## src/rtl/shift_seq_pkg.sv

```systemverilog
// Shared constants for the shift sequencer: FSM state codes, shift modes,
// register command codes and the shift-count clamp helper.
package shift_seq_pkg;

  localparam int unsigned MAX_AMT_DEF = 8;

  localparam logic [1:0] ST_IDLE  = 2'd0;
  localparam logic [1:0] ST_LOAD  = 2'd1;
  localparam logic [1:0] ST_SHIFT = 2'd2;
  localparam logic [1:0] ST_DONE  = 2'd3;

  localparam logic [1:0] LOGICAL = 2'd0;
  localparam logic [1:0] ARITH   = 2'd1;
  localparam logic [1:0] ROTATE  = 2'd2;

  localparam logic [1:0] SH_HOLD  = 2'b00;
  localparam logic [1:0] SH_RIGHT = 2'b01;
  localparam logic [1:0] SH_LEFT  = 2'b10;
  localparam logic [1:0] SH_LOAD  = 2'b11;

  function automatic logic [3:0] clamp_amt(input logic [3:0] amt, input logic [3:0] max_amt);
    return (amt > max_amt) ? max_amt : amt;
  endfunction

endpackage

```

## src/rtl/shift_count.sv

```systemverilog
// 4-bit loadable down-counter with a zero flag; decrementing stops at zero.
module shift_count (
  input  logic       clk,
  input  logic       resetn,
  input  logic       i_load,
  input  logic [3:0] i_load_val,
  input  logic       i_dec,
  output logic [3:0] o_count,
  output logic       o_zero
);

  logic [3:0] r_count;

  always_ff @(posedge clk or negedge resetn) begin
    if (!resetn) begin
      r_count <= 4'd0;
    end else if (i_load) begin
      r_count <= i_load_val;
    end else if (i_dec && (r_count != 4'd0)) begin
      r_count <= r_count - 4'd1;
    end
  end

  assign o_count = r_count;
  assign o_zero  = (r_count == 4'd0);

endmodule

```

## src/rtl/shift_sequencer.sv

```systemverilog
// Command-side controller for an 8-bit shift register: load, N shifts, result.
// Define SHIFT_SEQ_ROTATE_EN to enable rotate mode; otherwise mode 2 fills with 0.
module shift_sequencer
  import shift_seq_pkg::*;
#(
  parameter int unsigned WIDTH   = 8,
  parameter int unsigned MAX_AMT = MAX_AMT_DEF
) (
  input  logic             clk,
  input  logic             resetn,
  input  logic             req_valid,
  output logic             req_ready,
  input  logic [WIDTH-1:0] req_data,
  input  logic             req_dir,
  input  logic [1:0]       req_mode,
  input  logic [3:0]       req_amount,
  input  logic [WIDTH-1:0] reg_q,
  output logic [WIDTH-1:0] reg_load_data,
  output logic [1:0]       reg_shift,
  output logic             reg_d0,
  output logic             reg_load_d0,
  output logic             res_valid,
  output logic [WIDTH-1:0] res_data,
  output logic             res_carry,
  output logic             busy
);

  localparam logic [3:0] MaxAmtL = 4'(MAX_AMT);

  logic [1:0]       r_state;
  logic [1:0]       w_state_next;
  logic [WIDTH-1:0] r_data;
  logic             r_dir;
  logic [1:0]       r_mode;
  logic             r_carry;
  logic             w_accept;
  logic [3:0]       w_count;
  logic             w_count_zero;
  logic             w_fill;

  assign w_accept = req_valid && (r_state == ST_IDLE);

  shift_count u_shift_count (
    .clk        (clk),
    .resetn     (resetn),
    .i_load     (w_accept),
    .i_load_val (clamp_amt(req_amount, MaxAmtL)),
    .i_dec      (r_state == ST_SHIFT),
    .o_count    (w_count),
    .o_zero     (w_count_zero)
  );

  always_comb begin
    w_state_next = r_state;
    case (r_state)
      ST_IDLE:  if (w_accept) w_state_next = ST_LOAD;
      ST_LOAD:  w_state_next = w_count_zero ? ST_DONE : ST_SHIFT;
      ST_SHIFT: if (w_count == 4'd1) w_state_next = ST_DONE;
      default:  w_state_next = ST_IDLE;
    endcase
  end

  always_ff @(posedge clk or negedge resetn) begin
    if (!resetn) begin
      r_state <= ST_IDLE;
      r_data  <= '0;
      r_dir   <= 1'b0;
      r_mode  <= LOGICAL;
      r_carry <= 1'b0;
    end else begin
      r_state <= w_state_next;
      if (w_accept) begin
        r_data  <= req_data;
        r_dir   <= req_dir;
        r_mode  <= req_mode;
        r_carry <= 1'b0;
      end else if (r_state == ST_SHIFT) begin
        r_carry <= r_dir ? reg_q[WIDTH-1] : reg_q[0];
      end
    end
  end

  // Fill bit follows the register's live Q so each step sees the previous shift.
  always_comb begin
    w_fill = 1'b0;
    case (r_mode)
      ARITH:   w_fill = ~r_dir & reg_q[WIDTH-1];
`ifdef SHIFT_SEQ_ROTATE_EN
      ROTATE:  w_fill = r_dir ? reg_q[WIDTH-1] : reg_q[0];
`else
      ROTATE:  w_fill = 1'b0;
`endif
      default: w_fill = 1'b0;
    endcase
  end

  always_comb begin
    reg_shift = SH_HOLD;
    case (r_state)
      ST_LOAD:  reg_shift = SH_LOAD;
      ST_SHIFT: reg_shift = r_dir ? SH_LEFT : SH_RIGHT;
      default:  reg_shift = SH_HOLD;
    endcase
  end

  assign reg_load_data = (r_state == ST_LOAD) ? r_data : '0;
  assign reg_d0        = (r_state == ST_SHIFT) ? w_fill : 1'b0;
  assign reg_load_d0   = 1'b0;
  assign req_ready     = (r_state == ST_IDLE);
  assign busy          = (r_state != ST_IDLE);
  assign res_valid     = (r_state == ST_DONE);
  assign res_data      = (r_state == ST_DONE) ? reg_q : '0;
  assign res_carry     = r_carry;

endmodule

```

## config.mk

```make
export PLATFORM = sky130hd
export DESIGN_NAME = shift_sequencer
export DESIGN_NICKNAME = d
export VERILOG_FILES = /design/src/rtl/shift_seq_pkg.sv /design/src/rtl/shift_count.sv /design/src/rtl/shift_sequencer.sv
export SDC_FILE = /design/constraint.sdc
export NUM_CORES = 1
export LEC_CHECK = 0
export ABC_AREA = 1
export BUFFER_PORTS_ARGS = -buffer_cell sky130_fd_sc_hd__buf_2
export CORE_MARGIN = 2
export CORE_UTILIZATION = 50
export DETAILED_ROUTE_END_ITERATION = 7
export GPL_TIMING_DRIVEN = 0
export PLACE_DENSITY_LB_ADDON = 0.2
export SYNTH_ARGS = -nofsm -noshare
export SYNTH_HDL_FRONTEND = slang
export SYNTH_SLANG_ARGS = --single-unit
```

## constraint.sdc

```tcl
create_clock -name clk -period 2.8 [get_ports clk]
set_input_delay 0.28 -clock clk [delete_from_list [all_inputs] [get_ports clk]]
set_output_delay 0.28 -clock clk [all_outputs]
set_load 0.02 [all_outputs]
```

==> impl_metrics.csv, run 1 <==
group,metric,value,unit
floorplanning,die_area,2612,µm²
setup_path,endpoint,"reg_d0",
clocking,numCtsBuffers,3,
detailed_routing,num_vias,1111,
synth,yosysSeqAreaShare,40.59,%
global_route,antenna_found_initial,0,
finish,fillers,191,
setup_path,rr_worst_depth,6,
synth,syn_area,1110,µm²
sta,fin_skew,4.914,ps
global_route,grt_first_pass_wirelength,4050,µm
clocking,tritoncts_num_sinks,18,
detailed_routing,drtAntennaViolNets,0,
synth,synth_common_cells,"nand2_1, inv_1, dfrtp_1, nor2_1",
place,pre_cts_slack,1264,ps
place,io_buffers,48,
synth,syn_avg_cell_area,6.809,µm²
setup_path,r2r-end,"r_data[0]",
clocking,cts.reportedPaths.clkPinSlew,110,ps
synth,ys_types,21,
detailed_routing,via_per_inst,4.553,
setup_path,rrSetupSlack,1230,ps
sta,fin_crit_sh,66.75,%
synth,synth-async-reset-ratio,100.0,%
clocking,cts_tree,"done",
sta,setup_ws,931.1,ps
sta,setup_viol,0,
setup_path,critPathBufInv,2,
clocking,cts_buffer_depth,2,
setup_path,slowest_stage,"dfrtp_1",
synth,ys_warn_count,0,
power,powerDensity,1045,nW/µm²
synth,synth_top_area_cell,"dfrtp_1",
sta,fin_crit,1869,ps
finish,num_antenna_cells,0,
floorplanning,die_h,51.11,µm
setup_path,start_kind,"register",
floorplanning,fp.dieW,51.11,µm
detailed_routing,drt_iter0_drc,30,
place,gp_congestion,0.8545,
synth,yosys_most_used_dff,"dfrtp_1",
finish,stdcell_count,244,
global_route,grt_overflow,0,
synth,yosys-top-cells-area,"dfrtp_1, nand2_1, inv_1, ha_1, nand3_1",
setup_path,critical_path_class,"register to output port",
floorplanning,ios,50,
detailed_routing,dr.pass1.iters,4,
detailed_routing,wl_per_cell,9.762,µm
synth,synth_most_common_cell,"nand2_1",
setup_path,crit_fanout,7,
floorplanning,rows,17,
worst_hold_path,hold_path.class,"primary input to register",
setup_path,crit_family,"flip-flops",
global_route,grt_use_total,20.29,%
detailed_routing,wl,2382,µm
setup_path,path_cells,"inv_1, ha_1, nand2_1, nor3_1, buf_2",
sta,fin_tns_setup,0,ps
finish,final_nets,250,
sta,rsz0062_at_grt,"no",
run,maxCapViolations,0,
global_route,grt_pass1_vias,1013,
setup_path,cp-startpoint,"r_state[0]",
clocking,insertion_delay,300,ps
synth,synth_edf_count,0,
finish,drive_gt1_share,27.31,%
floorplanning,fp.coreArea,2148,µm²
floorplanning,start_util,51.66,%
clocking,cts-root-buf,"clkbuf_4",
synth,synth_cells,163,
place,dpl.hpwl,1883,µm
power,p_leak,0.9666,nW
power,vdd_ir_drop_max,0.0005216,V
setup_path,r2r-start,"r_state[0]",
synth,synth_fp_nets,196,
global_route,grt_max_degree,19,
setup_path,cp_num_cells,5,
synth,ys_ff_latch,18,
setup_path,required,2520,ps
outcome,status,"finished clean",
detailed_routing,drc,0,
synth,netlist.area_leader.share,40.59,%
setup_path,cp-end-kind,"output port",
sta,timing.fmax,535.1,MHz
sta,slew_viol_final,0,
sta,timing_hold_violations_final,0,
place,dp.cells,239,
finish,area_growth,28.97,%
setup_path,cpPeakStageDelay,450,ps
clocking,h-tree-depth,1,
setup_path,arrival,1590,ps
flip-flops by register name (all words and copies together) (netlist names):
name	count
r_dir	1
res_carry	1
u_shift_count.o_count	4
r_data	8
r_mode	2
r_state	2
per-stage QoR:
stage	util [%]	hold WS, ps	power [mW]	instance area, µm²
finish	66.63	163.9	1.496	1431
global route	66.63	164.6	1.650	1431
CTS	66.63	163.9	1.508	1431
detailed placement	64.47	234.6	1.341	1385
global placement	64.47	234.0	1.308	1385
floorplan	-	-15.59	1.097	1110
worst min path at each step:
stage	startpoint	to	slack, ps	depth (start not counted)
finish	req_data[7]	r_data[7]	160	3
global route	req_data[4]	r_data[4]	160	3
CTS	req_data[7]	r_data[7]	160	3
detailed placement	resetn	u_shift_count.o_count[2]	230	1
global placement	resetn	u_shift_count.o_count[3]	230	1
floorplan	resetn	r_data[0]	-20	0
cells in the final DEF (no fill, tap or decap):
| master | count |
|---|---|
| nand3_1 | 7 |
| clkbuf_4 | 3 |
| a211oi_1 | 1 |
| clkbuf_8 | 1 |
| buf_4 | 1 |
| nand2_2 | 1 |
| o21ai_1 | 2 |
| dlygate4sd3_1 | 1 |
| dfrtp_1 | 18 |
| a21oi_1 | 2 |
| nor2_1 | 8 |
| o21ai_0 | 6 |
| nor3_1 | 2 |
| buf_2 | 50 |
| clkbuf_1 | 2 |
| conb_1 | 1 |
| or2_0 | 1 |
| inv_2 | 1 |
| buf_6 | 1 |
| inv_1 | 29 |
| ha_1 | 7 |
| nand2_1 | 69 |
| nand4_1 | 1 |
| o21ai_2 | 1 |
routing by layer:
| layer | vias up | wire length, µm | global-route usage (%) | share of wire, % |
|---|---|---|---|---|
| li1 | 584 | - | - | - |
| met1 | 496 | 1083 | 24.01 | 45 |
| met2 | 26 | 1169 | 36.15 | 49 |
| met3 | 5 | 101 | 3.801 | 4.2 |
| met4 | 0 | 27 | 7.658 | 1.1 |
| met5 | - | 0 | 0 | 0 |
worst min-delay path, stage by stage:
cell and delay [ps]:
buf_2 70, nand2_1 40, nand2_1 40
power breakdown:
| group | internal, mW | switching (mW) | leakage, nW |
|---|---|---|---|
| clock | 0.0792 | 0.0853 | 0.0210 |
| sequential | 0.387 | 0.0862 | 0.223 |
| combinational | 0.301 | 0.557 | 0.722 |
| total | 0.767 | 0.729 | 0.967 |
kinds of logic after synthesis:
group,after synthesis,synth area share (%)
flops,18,40.59
compound gates,12,5.976
buf+inv,36,13.42
fa+ha+maj,7,7.891
simple gates,89,31.79
other cells,1,0.3379
what timing repair did:
action,in CTS,in global routing
endpoints found under the hold margin,18,0
gates resized for setup,0,0
hold buffers,1,0
setup buffers,0,0
cell type report:
class	instances	area [µm²]	share of cell area, %
tap	28	35.03	2.448
clock buffer	4	36.28	2.535
multi-input combinational	109	510.5	35.66
buffer	6	36.28	2.535
sequential	18	450.4	31.47
timing repair buffer	49	250.2	17.48
inverter	30	112.6	7.867
(Power assumes the default switching activity.)
==> inputs of run 2 (changes only) <==
CORE_UTILIZATION = 46   (was 50)
clock period = 2 ns   (was 2.8 ns; I/O delays follow)
==> impl_metrics.csv, run 2 (same netlist as run 1, synthesis figures left out) <==
group,metric,value,unit
outcome,status,"finished clean",
clocking,cts_tree,"done",
clocking,numCtsBuffers,3,
clocking,cts_setup_buffers,0,
setup_path,slowest_stage,"dfrtp_1",
run,maxCapViolations,0,
finish,num_antenna_cells,0,
detailed_routing,dr.pass1.iters,4,
power,powerDensity,1455,nW/µm²
detailed_routing,drtAntennaViolNets,0,
setup_path,critical_path_class,"register to output port",
global_route,grt_use_total,18.87,%
setup_path,path_cells,"inv_1, ha_1, buf_2, inv_1, a21oi_1, buf_2",
global_route,grt_overflow,0,
sta,setup_viol,0,
finish,drive_gt1_share,27.31,%
clocking,tritoncts_num_sinks,18,
clocking,cts_buffer_depth,2,
detailed_routing,via_per_inst,4.590,
place,dpl-instance-area,1385,µm²
setup_path,start_kind,"register",
worst_hold_path,min_to,"r_data[0]",
sta,timing.fmax,561.2,MHz
clocking,cts.reportedPaths.clkPinSlew,110,ps
sta,rsz0062_at_grt,"no",
setup_path,crit_family,"buffers and inverters",
power,vdd_ir_drop_max,0.0007552,V
setup_path,critPathBufInv,4,
floorplanning,fp.dieW,53.12,µm
clocking,cts_resized,0,
setup_path,cp-end-kind,"output port",
place,gp_congestion,0.8539,
setup_path,required,1800,ps
worst_hold_path,min_from,"req_data[0]",
finish,area_growth,28.97,%
detailed_routing,drt_iter0_drc,15,
sta,timing_hold_violations_final,0,
floorplanning,fp.coreArea,2255,µm²
power,p_leak,0.9666,nW
finish,max_flop_register,"r_data",
detailed_routing,wl,2365,µm
global_route,grt_pass1_vias,998,
setup_path,arrival,1580,ps
place,io_buffers,48,
setup_path,cp-startpoint,"r_state[1]",
worst_hold_path,hold_path.class,"primary input to register",
global_route,grt_max_degree,19,
sta,fin_crit_sh,89.09,%
setup_path,cpPeakStageDelay,450,ps
place,dpl.hpwl,1882,µm
setup_path,rrSetupSlack,440,ps
clocking,insertion_delay,290,ps
detailed_routing,wl_per_cell,9.693,µm
sta,slew_viol_final,0,
finish,design_area,1431,µm²
floorplanning,start_util,49.22,%
setup_path,crit_fanout,10,
global_route,grt_first_pass_wirelength,3967,µm
sta,fin_skew,2.393,ps
detailed_routing,num_vias,1120,
detailed_routing,drc,0,
worst_hold_path,holdPathStages,3,
floorplanning,die_h,53.12,µm
clocking,h-tree-depth,1,
finish,final_nets,250,
floorplanning,die_area,2822,µm²
finish,fillers,220,
sta,fin_tns_setup,0,ps
sta,whs,95.09,ps
finish,largest_register_ffs,8,
finish,final_common_cell,"nand2_1",
global_route,antenna_found_initial,0,
clocking,cts-root-buf,"clkbuf_4",
floorplanning,rows,17,
setup_path,r2r-start,"r_state[0]",
floorplanning,ios,50,
setup_path,rr_worst_depth,6,
setup_path,r2r-end,"r_data[2]",
sta,fin_crit,1782,ps
finish,final_cell_mix,"nand2_1, buf_2, inv_1, dfrtp_1, nor2_1",
run 2: how the worst max path moves through the flow:
stage / end / slack (ps) / cells after the start
floorplan: r_state[0] / 460 / 6
global placement: r_mode[0] / 490 / 6
detailed placement: r_data[2] / 430 / 6
CTS: reg_shift[1] / 200 / 6
global route: reg_d0 / 40 / 5
finish: reg_shift[1] / 220 / 6
run 2: per-stage QoR:
step	worst slack [ps]	instances	utilization, %	total power [mW]
after global routing	44.53	244	63.49	2.321
final	218.2	244	63.49	2.083
after detailed placement	433.8	239	61.43	1.875
after CTS	196.1	244	63.49	2.111
after floorplan	461.5	163	-	1.536
after global placement	485.8	239	61.43	1.834
run 2: report_power, final:
part	internal (mW)	switching, mW
clock	0.111	0.114
combinational	0.421	0.779
sequential	0.542	0.116
run 2: metal layers:
layer / vias up / GRT usage [%] / routed length, µm / share of wire, %
met4: 0 / 4.701 / 0 / 0
met5: - / 0 / 0 / 0
met3: 0 / 3.672 / 108 / 4.6
met1: 504 / 23.19 / 1046 / 44
met2: 26 / 33.54 / 1211 / 51
li1: 590 / - / - / -
run 2: area by class of cell:
type	count	area [µm²]	share of cell area, %
tap	28	35.03	2.448
buffer	6	36.28	2.535
sequential	18	450.4	31.47
clock buffer	4	36.28	2.535
timing repair buffer	49	250.2	17.48
multi-input combinational	109	510.5	35.66
inverter	30	112.6	7.867
run 2: repair_timing:
| item | 4_1_cts | 5_1_grt |
|---|---|---|
| setup endpoints to repair | 0 | 0 |
| hold buffers | 1 | 0 |
| hold endpoints to repair | 18 | 0 |
run 2: worst register-to-register path, stage by stage, from the launching register on:
cell      delay [ps]
dfrtp_1          440
inv_1             80
ha_1             260
nand2_2          170
clkbuf_1         360
nand2_1          110
nand2_1           90
==> inputs of run 3 (changes only) <==
CORE_UTILIZATION = 47   (was 46)
SYNTH_HIERARCHICAL = 1   (was unset)
==> impl_metrics.csv, run 3 <==
group,metric,value,unit
sta,setup_viol,0,
global_route,grt_use_total,17.66,%
clocking,insertion_delay,280,ps
finish,drive_gt1_share,28.02,%
synth,syn_area,1175,µm²
floorplanning,rows,18,
sta,setup_ws,206.6,ps
finish,num_antenna_cells,0,
synth,ys_types,22,
floorplanning,start_util,48.30,%
sta,fin_tns_setup,0,ps
setup_path,rrSetupSlack,390,ps
sta,fin_skew,1.848,ps
sta,fin_crit,1793,ps
power,total_power,2.201,mW
power,p_leak,1.018,nW
synth,ys_warn_count,6,
setup_path,arrival,1590,ps
clocking,cts.reportedPaths.clkPinSlew,100,ps
detailed_routing,num_vias,1155,
detailed_routing,wl_per_cell,9.202,µm
setup_path,required,1800,ps
synth,synth_edf_count,0,
detailed_routing,drc,0,
synth,yosysSeqAreaShare,38.34,%
place,io_buffers,48,
power,powerDensity,1469,nW/µm²
floorplanning,die_h,54.00,µm
finish,max_flop_register,"r_data",
floorplanning,fp.dieW,54.00,µm
clocking,numCtsBuffers,3,
global_route,grt_pass1_vias,946,
power,vdd_ir_drop_max,0.0007795,V
place,gp_congestion,0.7094,
synth,synth_fp_nets,211,
clocking,tritoncts_num_sinks,18,
finish,final_cell_mix,"nand2_1, buf_2, inv_1, dfrtp_1, nor2_1",
place,pre_cts_slack,405.6,ps
sta,slew_viol_final,0,
setup_path,crit_fanout,6,
synth,synth-async-reset-ratio,100.0,%
clocking,cts-root-buf,"clkbuf_4",
global_route,grt_first_pass_wirelength,3843,µm
detailed_routing,dr.pass1.iters,4,
synth,netlist.area_leader.share,38.34,%
clocking,cts_buffer_depth,2,
synth,synth_top_area_cell,"dfrtp_1",
clocking,cts_tree,"done",
place,dp.cells,257,
floorplanning,fp.coreArea,2432,µm²
clocking,h-tree-depth,1,
synth,ys_ff_latch,18,
detailed_routing,wl,2411,µm
setup_path,cp-end-kind,"output port",
sta,timing_hold_violations_final,0,
finish,stdcell_count,262,
finish,largest_register_ffs,8,
place,dpl.hpwl,1887,µm
run,maxCapViolations,0,
synth,synth_most_common_cell,"nand2_1",
synth,synth_cells,179,
worst_hold_path,hold_path.class,"primary input to register",
finish,final_nets,265,
floorplanning,ios,50,
synth,synth_common_cells,"nand2_1, inv_1, dfrtp_1, nor2_1, ha_1",
outcome,status,"finished clean",
global_route,grt_max_degree,19,
sta,rsz0062_at_grt,"no",
synth,yosys_most_used_dff,"dfrtp_1",
detailed_routing,via_per_inst,4.408,
detailed_routing,drt_iter0_drc,17,
setup_path,critical_path_class,"register to output port",
setup_path,start_kind,"register",
finish,area_growth,27.58,%
floorplanning,die_area,2915,µm²
finish,final_common_cell,"nand2_1",
synth,yosys-top-cells-area,"dfrtp_1, nand2_1, inv_1, ha_1, nor2_1",
synth,syn_avg_cell_area,6.564,µm²
sta,timing.fmax,557.6,MHz
detailed_routing,drtAntennaViolNets,0,
sta,fin_crit_sh,89.67,%
finish,postLayoutCoreUtil,61.63,%
clocking,hold_buffers,1,
clocking,cts_resized,0,
global_route,grt_overflow,0,
global_route,antenna_found_initial,0,
clocking,cts_setup_buffers,0,
-- run 3: changes by cell type after synthesis, sizes merged --
cell / before / now
a211oi: 1 / 0
a21boi: 0 / 1
a21oi: 2 / 4
clkinv: 0 / 1
ha: 7 / 6
inv: 30 / 32
nand2: 70 / 87
nand3: 7 / 5
nand3b: 0 / 2
nand4: 1 / 0
nor2: 8 / 10
o21ai: 9 / 3
-- run 3: through the flow --
stage | cell area, µm² | hold slack [ps]
floorplan | 1175 | -95.59
global placement | 1453 | 152.8
detailed placement | 1453 | 157.4
CTS | 1499 | 95.07
global route | 1499 | 95.43
finish | 1499 | 103.1
-- run 3: worst paths after layout --
kind / from / endpoint / cells after the start
hold reg to reg: r_data[6] / r_data[6] / 2
hold / removal: req_data[7] / r_data[7] / 3
max in group asynchronous: resetn / r_data[0] / 2
min in group asynchronous: resetn / u_shift_count/o_count[0] / 2
setup / recovery: r_state[0] / reg_d0 / 5
setup reg to reg: r_state[0] / u_shift_count/o_count[3] / 10
-- run 3: logic make-up after synthesis --
kind of cell               count (synthesis)  share of synthesized area, %
buffers and inverters                     39                         13.84
other                                      1                        0.3192
adders and majority gates                  6                         6.390
DFF                                       18                         38.34
and+or+nand+nor                          107                         37.49
AOI/OAI and AO/OA                          8                         3.621
-- run 3: cell type report --
cell class,count,area (µm²)
buffer,6,38.79
clock buffer,4,36.28
fill,242,933.4
inverter,33,123.9
multi-input combinational,122,561.8
sequential,18,450.4
tap,30,37.54
timing repair buffer,49,250.2
-- run 3: where the power goes --
part           switching [mW]  total (mW)  internal [mW]
combinational           0.829        1.31          0.481
sequential              0.128       0.670          0.542
clock                   0.110       0.221          0.111
total                    1.07        2.20           1.13
-- run 3: routing by layer --
metal	global-route usage, %	share of wire, %	up-vias
met1	23.09	48	494
met4	3.750	0.58	0
met5	0	0	-
met2	30.49	44	36
li1	-	-	623
met3	3.056	7.3	2
-- run 3: worst max-delay path: stages (launching register included) --
cell     delay (ps)
dfrtp_1         430
inv_1           120
ha_1            330
nand2_1          90
nor3_1          150
buf_2           190
